### config.mk
export PLATFORM = sky130hd
export DESIGN_NAME = serial_addsub
export DESIGN_NICKNAME = d
export VERILOG_FILES = /design/src/rtl/serial_addsub_pkg.sv /design/src/rtl/serial_addsub_full_adder.sv /design/src/rtl/serial_addsub.sv
export SDC_FILE = /design/constraint.sdc
export NUM_CORES = 1
export LEC_CHECK = 0
export BUFFER_PORTS_ARGS = -buffer_cell sky130_fd_sc_hd__clkbuf_2
export CAP_MARGIN = 20
export CORE_ASPECT_RATIO = 1.25
export CORE_MARGIN = 4
export CORE_UTILIZATION = 45
export CTS_BUF_LIST = sky130_fd_sc_hd__clkbuf_4 sky130_fd_sc_hd__clkbuf_8 sky130_fd_sc_hd__clkbuf_16
export DETAILED_ROUTE_END_ITERATION = 7
export PLACE_DENSITY_LB_ADDON = 0.15
export SYNTH_ARGS = -nofsm -noshare
export SYNTH_HDL_FRONTEND = slang
export SYNTH_HIERARCHICAL = 1
export SYNTH_SLANG_ARGS = --single-unit
export TNS_END_PERCENT = 5
### constraint.sdc
create_clock -name clk -period 2.37 [get_ports clk]
set_input_delay 0.3555 -clock clk [delete_from_list [all_inputs] [get_ports clk]]
set_output_delay 0.3555 -clock clk [all_outputs]
set_load 0.01 [all_outputs]
### src/rtl/serial_addsub_pkg.sv
// Shared state encoding for the bit-serial add/subtract unit.
package serial_addsub_pkg;

   typedef enum logic [1:0] {
      S_IDLE = 2'd0,
      S_RUN  = 2'd1,
      S_DONE = 2'd2
   } state_t;

endpackage

### src/rtl/serial_addsub_full_adder.sv
// One-bit full adder; the only arithmetic in the serial engine.
module full_adder (
   input  logic A,
   input  logic B,
   input  logic Cin,
   output logic S,
   output logic Cout
);

   logic w_axb;

   assign w_axb = A ^ B;
   assign S     = w_axb ^ Cin;
   assign Cout  = (A & B) | (Cin & w_axb);

endmodule

### src/rtl/serial_addsub.sv
// Bit-serial add/subtract, LSB first, one bit per clock through a single full adder.
// Subtraction runs as a + ~b + 1 with the carry flop preloaded from sub.
//
// state  | meaning
// S_IDLE | waiting for start
// S_RUN  | shifting one bit per clock, busy=1
// S_DONE | one-cycle done pulse; start here chains the next op
module serial_addsub
   import serial_addsub_pkg::*;
#(
   parameter int WIDTH = 8
) (
   input  logic             clk,
   input  logic             rst_n,
   input  logic             start,
   input  logic             sub,
   input  logic [WIDTH-1:0] a,
   input  logic [WIDTH-1:0] b,
   output logic             busy,
   output logic             done,
   output logic [WIDTH-1:0] result,
   output logic             cout,
   output logic             ovf
);

   localparam int CW = $clog2(WIDTH);
   localparam logic [CW-1:0] LAST = CW'(WIDTH - 1);

   state_t           r_state;
   state_t           w_next;
   logic [CW-1:0]    r_cnt;
   logic [WIDTH-1:0] r_sh_a;
   logic [WIDTH-1:0] r_sh_b;
   logic [WIDTH-1:0] r_result;
   logic             r_carry;
   logic             r_cout;
   logic             r_ovf;
   logic             w_accept;
   logic             w_last;
   logic             w_sum;
   logic             w_cout;

   assign w_accept = start && (r_state != S_RUN);
   assign w_last   = (r_state == S_RUN) && (r_cnt == LAST);

   full_adder u_fa (
      .A    (r_sh_a[0]),
      .B    (r_sh_b[0]),
      .Cin  (r_carry),
      .S    (w_sum),
      .Cout (w_cout)
   );

   always_ff @(posedge clk) begin
      if (!rst_n) r_state <= S_IDLE;
      else        r_state <= w_next;
   end

   always_comb begin
      w_next = r_state;
      case (r_state)
         S_IDLE:  if (start) w_next = S_RUN;
         S_RUN:   if (w_last) w_next = S_DONE;
         S_DONE:  w_next = start ? S_RUN : S_IDLE;
         default: w_next = S_IDLE;
      endcase
   end

   always_ff @(posedge clk) begin
      if (!rst_n) begin
         r_cnt    <= '0;
         r_sh_a   <= '0;
         r_sh_b   <= '0;
         r_result <= '0;
         r_carry  <= 1'b0;
         r_cout   <= 1'b0;
         r_ovf    <= 1'b0;
      end else if (w_accept) begin
         r_cnt   <= '0;
         r_sh_a  <= a;
         r_sh_b  <= sub ? ~b : b;
         r_carry <= sub;
      end else if (r_state == S_RUN) begin
         r_result <= {w_sum, r_result[WIDTH-1:1]};
         r_sh_a   <= {1'b0, r_sh_a[WIDTH-1:1]};
         r_sh_b   <= {1'b0, r_sh_b[WIDTH-1:1]};
         r_carry  <= w_cout;
         // explicit wrap keeps non-power-of-two widths in range
         r_cnt    <= w_last ? '0 : r_cnt + 1'b1;
         if (w_last) begin
            r_cout <= w_cout;
            r_ovf  <= r_carry ^ w_cout;
         end
      end
   end

   assign busy   = (r_state == S_RUN);
   assign done   = (r_state == S_DONE);
   assign result = r_result;
   assign cout   = r_cout;
   assign ovf    = r_ovf;

endmodule

* After elaboration in Yosys (flattened, before gate mapping) *
Index checks and enable logic that the tools add are counted.
Widths: inputs -> output; s select.

storage, ports and cells
  register bits after elaboration = 32
  input bits = 20
  output and inout bits = 12
  word-level logic and storage cells = 44

operators by class
  $add $sub $neg = 1
  eq/ne operators = 6
  multiplexer cells = 12
  bitwise logic cells = 9
  reduce and logical (&&, ||, !) cells = 8

operator list
  kind                 number
  $mux 8               5
  $not 8->8            1
  $pmux 2 s3           1
  $mux 2               2
  $ne 2x1->1 const B   2
  $reduce_and 2->1     2
  $add 3x1->3 const B  1
  $eq 3x3->1 const B   1
  $mux 1               3
  $mux 3               1
  $reduce_and 3->1     1
  $xor 1x1->1          3
  $and 1x1->1          2
  $eq 2x1->1 const B   1
  $eq 2x2->1 const B   1
  $logic_and 1x1->1    2
  $logic_not 2->1      1
  $ne 2x2->1 const B   1
  $not 1->1            2
  $reduce_bool 2->1    1
  $reduce_or 2->1      1
  $or 1x1->1           1

* Depth between registers and ports, before layout *
  depth after elaboration = 5
  mapped depth = 5
  depth with buffers taken out = 5

* Cells and area by module *
The synthesis kept the hierarchy.

modules (own cells, without submodules)
  module         instances  cells each  area each (um^2)  seq. area each (um^2)
  serial_addsub  1          161         1564.0            640.6
  full_adder     1          1           20.0              0.0

* Least setup slack after synthesis *
No wires, ideal clock.

  path type = flip-flop to flip-flop
  start point = register r_cnt[0]
  end point = register r_cnt[0]
  setup time = 0.066 ns
  data arrival time = 1.197 ns
  data required time = 2.304 ns
  slack = 1.107 ns
  cell stages (with the launch flop) = 5
  buffers on the path = 0
  clock period less this slack = 1.263 ns
  path through = dfxtp_1 -> ha_1 -> ha_1 -> or3_1 -> a21oi_2

between the ends
  word-level cells in the longest chain between the ends = 3
  elaborated cells on any way between the ends = 4
  classes of those cells = 1 x add/sub; 1 x eq/ne; 1 x mux; 1 x reduce/logical

RTL lines
  item                                                 RTL line             source
  start, declared                                      serial_addsub.sv:31  logic [CW-1:0] r_cnt;
  start signal, assigned                               serial_addsub.sv:89  r_cnt <= w_last ? '0 : r_cnt + 1'b1;
  branches (longest 2 deep; another with $add 3x1->3)  --
  $mux 3 *                                             serial_addsub.sv:89

Mark *: on every way between the ends.
A chain may end at the register's enable or synchronous reset.

* Final worst setup path *
  start point = register r_state[0]
  end point = output busy

between the ends
  word-level cells in the longest chain between the ends = 1

RTL lines
  item                    RTL line             source
  start, declared         serial_addsub.sv:29  state_t r_state;
  start signal, assigned  serial_addsub.sv:56  else r_state <= w_next;
  $eq 2x1->1              serial_addsub.sv:97  assign busy = (r_state == S_RUN);
  end, declared           serial_addsub.sv:19  output logic busy,

Every way passes these cells.

==> results.tsv <==
stage	metric	value	unit
die	Rows	23	
cells_and_area	share of layout cells above drive strength 1	33.3	%
grt	vias in the first global route	1139	
routing	via count	1174	
clock_network	clk sinks	32	
worst_hold_path	worst hold path type	in -> reg	
setup_path	Crit path buffers/inverters	2	
clock_network	htree depth	2	
timing	setup TNS	0	ns
routing	routed vias/inst	5.26	
cells_and_area	fin nets	209	
power	power density cells	665	mW/mm^2
timing	max_slew headroom	55.6	%
setup_path	crit start category	flop	
cells_and_area	# fillers	326	
timing	Least-Margin Pin Slew	0.665	ns
place	setup slack at placement	0.764	ns
setup_path	WP data arrival	1.54	ns
place	HPWL Detailed	1930	microns
setup_path	Worst Path Max Fanout	40	
setup_path	Critical Path RT	2.01	ns
place	routability-driven placement congestion ratio	0.727	
grt	first-pass GRT wire length	4860	microns
timing	Hold Violations, Final	0	
grt	largest net degree at the start of global routing	41	
grt	GRT overflow	0	
die	I/O pins	32	
die	DIE WIDTH	61.1	microns
cells_and_area	FF/Latch Area	641	sq um
clock_network	Root Driver	clkbuf_8	
die	Die Area	0.00454	sq mm
yosys	syn avg cell area	9.78	sq um
clock_network	Reg clk slew, reported paths	0.06	ns
setup_path	WS Path Type	reg -> out	
yosys	synthesized area	0.00158	sq mm
timing	RSZ-0062 raised after global routing	false	
die	core area	0.00331	sq mm
cells_and_area	area occupied by multi-input gates	782	sq um
yosys	syn nets	185	
clock_network	Post CTS Setup Buffer Count	0	
timing	Max Freq	528	MHz
setup_path	Cell Chain, Critical Path	nand2b_4 > inv_2 > clkbuf_2	
timing	max-slew violations	0	
clock_network	clock buffer depth	2	
setup_path	crit end category	output port	
power	worst ir drop on vdd	382	uV
routing	post-detailed-route count of antenna-violating nets	0	
timing	Final setup violation count	0	
setup_path	critical path's top delay family	buffers and inverters	
yosys	Cell variety after synth	33	
setup_path	slowest stage delay, CP	0.39	ns
clock_network	CTS resizes	0	
timing	crit path time final	1.90	ns
grt	initial antenna violation count	0	
routing	wire per inst	12.6	microns
cells_and_area	Area Growth Syn to Fin	8.69	%
cells_and_area	diode count	0	
die	die height	74.3	microns
timing	Setup Skew	0.00514	ns
setup_path	Critical Path Slowest Stage Cell	inv_2	
routing	drt drc	0	
yosys	synthesized instance count	162	
timing	Period Utilization, post-route	80.0	%
clock_network	Clock Latency Late Sink	0.28	ns
clock_network	CTS Buf Count	5	
die	initial core utilization	47.9	%
yosys	part of the Yosys area used for sequential elements	40.4	%
yosys	Synth Register Bits	32	
clock_network	CTS Hold Buffers Added	0	
outcome	outcome	complete, no violations	
yosys	synth warn	6	
place	Buffers on Ports	31	
routing	final wirelength	2820	microns
power	Leakage	0.715	nW
job	max_cap viols	0	
routing	Starting DRT DRC Count	53	
routing	First-pass DRT Iterations	4	
timing	Worst Slack Setup Final	0.474	ns
grt	GRT Util Overall	14.3	%
clock_network	CTS tree	yes	
[power by group]
part	total, mW	switching [mW]	internal (mW)
sequential	0.590	0.0197	0.571
clock	0.393	0.182	0.210
combinational	0.162	0.0966	0.0654
[layer usage]
metal  vias up  GRT usage [%]  wire length (microns)
met5         -              0                      0
met2        31           23.4                   1380
met1       533           16.4                   1220
li1        603              -                      -
met3         7           3.65                    165
met4         0           8.19                     57
[state kept, by name (all words and copies together) (netlist names)]
name	count
cout	1
r_sh_b	8
result	8
r_cnt	3
ovf	1
r_carry	1
r_state	2
r_sh_a	8
[worst paths after layout]
check,cells past startpoint,start,slack (ns),endpoint
max,3,r_state[0],0.47,busy
min,3,a[7],0.33,r_sh_a[7]
min reg2reg,2,result[0],0.45,result[0]
max reg2reg,4,r_state[0],0.86,ovf
[layout make-up]
| type | instances | area share, % |
|---|---|---|
| Inverter | 4 | 0.945 |
| Clock inverter | 1 | 0.291 |
| Multi-Input combinational cell | 112 | 45.4 |
| Tap cell | 37 | 2.69 |
| Timing Repair Buffer | 31 | 9.01 |
| Clock buffer | 6 | 4.43 |
| Sequential cell | 32 | 37.2 |
[worst register-to-register path, delay by kind of cell (launching register included)]
| kind | cells | cell delay, ns |
|---|---|---|
| simple gates | 1 | 0.28 |
| buf+inv | 1 | 0.39 |
| flops | 1 | 0.38 |
| compound gates | 2 | 0.37 |
[through the flow]
| step | utilization, % | cells | hold slack [ns] | total power, mW | area, sq um |
|---|---|---|---|---|---|
| after global placement | 49.6 | 216 | 0.448 | 0.760 | 1640 |
| after CTS | 52.0 | 223 | 0.328 | 1.16 | 1720 |
| after detailed placement | 49.6 | 216 | 0.446 | 0.766 | 1640 |
| after floorplan | - | 162 | 0.440 | 0.752 | 1580 |
| after global routing | 52.0 | 223 | 0.367 | 1.20 | 1720 |
| final | 52.0 | 223 | 0.327 | 1.15 | 1720 |
[logic make-up (layout without fill, tap and decap cells)]
logic type	count (synthesis)	in the layout	synth area share (%)
AND/OR/NAND/NOR	52	52	15.5
AO/OA/AOI/OAI	39	39	20.4
flip-flops	32	32	40.4
buffers and inverters	18	42	10.2
XOR/XNOR	9	9	4.98
multiplexers	9	9	5.69
adder cells (fa/ha/maj)	3	3	2.84
[Yosys cell counts]
cell,count,area (sq um)
a211oi_2,8,100
o31ai_1,2,15.0
buf_12,1,20.0
nand3_2,3,30.0
o21ai_0,7,35.0
nand2b_4,1,13.8
nor3_1,1,5.00
xnor2_1,2,17.5
inv_1,1,3.75
a311oi_2,1,15.0
buf_4,5,37.5
nand2_1,18,67.6
o31ai_2,5,62.6
buf_8,1,15.0
nor2_1,17,63.8
clkinv_2,1,5.00
inv_2,2,7.51
or3_1,1,6.26
buf_6,6,67.6
mux2i_1,9,90.1
o21ai_1,1,5.00
dfxtp_1,32,641
and2b_1,1,7.51
o22ai_1,1,6.26
nand3_1,9,45.0
a21oi_2,3,26.3
a21oi_1,10,50.1
ha_1,2,25.0
buf_2,1,5.00
a211oi_1,1,7.51
and2_1,1,6.26
xor2_1,7,61.3
fa_1,1,20.0
[placed cells by master, fill, tap and decap left out, types with 2 or more instances in the layout]
cell type / instances
dfxtp_1: 32
clkbuf_2: 31
nand3_1: 9
clkbuf_8: 5
a211oi_2: 8
a21oi_1: 10
nor2_1: 17
nand2_1: 18
clkinv_2: 2
o21ai_0: 7
mux2i_1: 9
o31ai_1: 2
ha_1: 2
nand3_2: 3
a21oi_2: 3
xor2_1: 7
inv_2: 2
xnor2_1: 2
o31ai_2: 5
No activity file was read; power rests on OpenSTA's default activity.
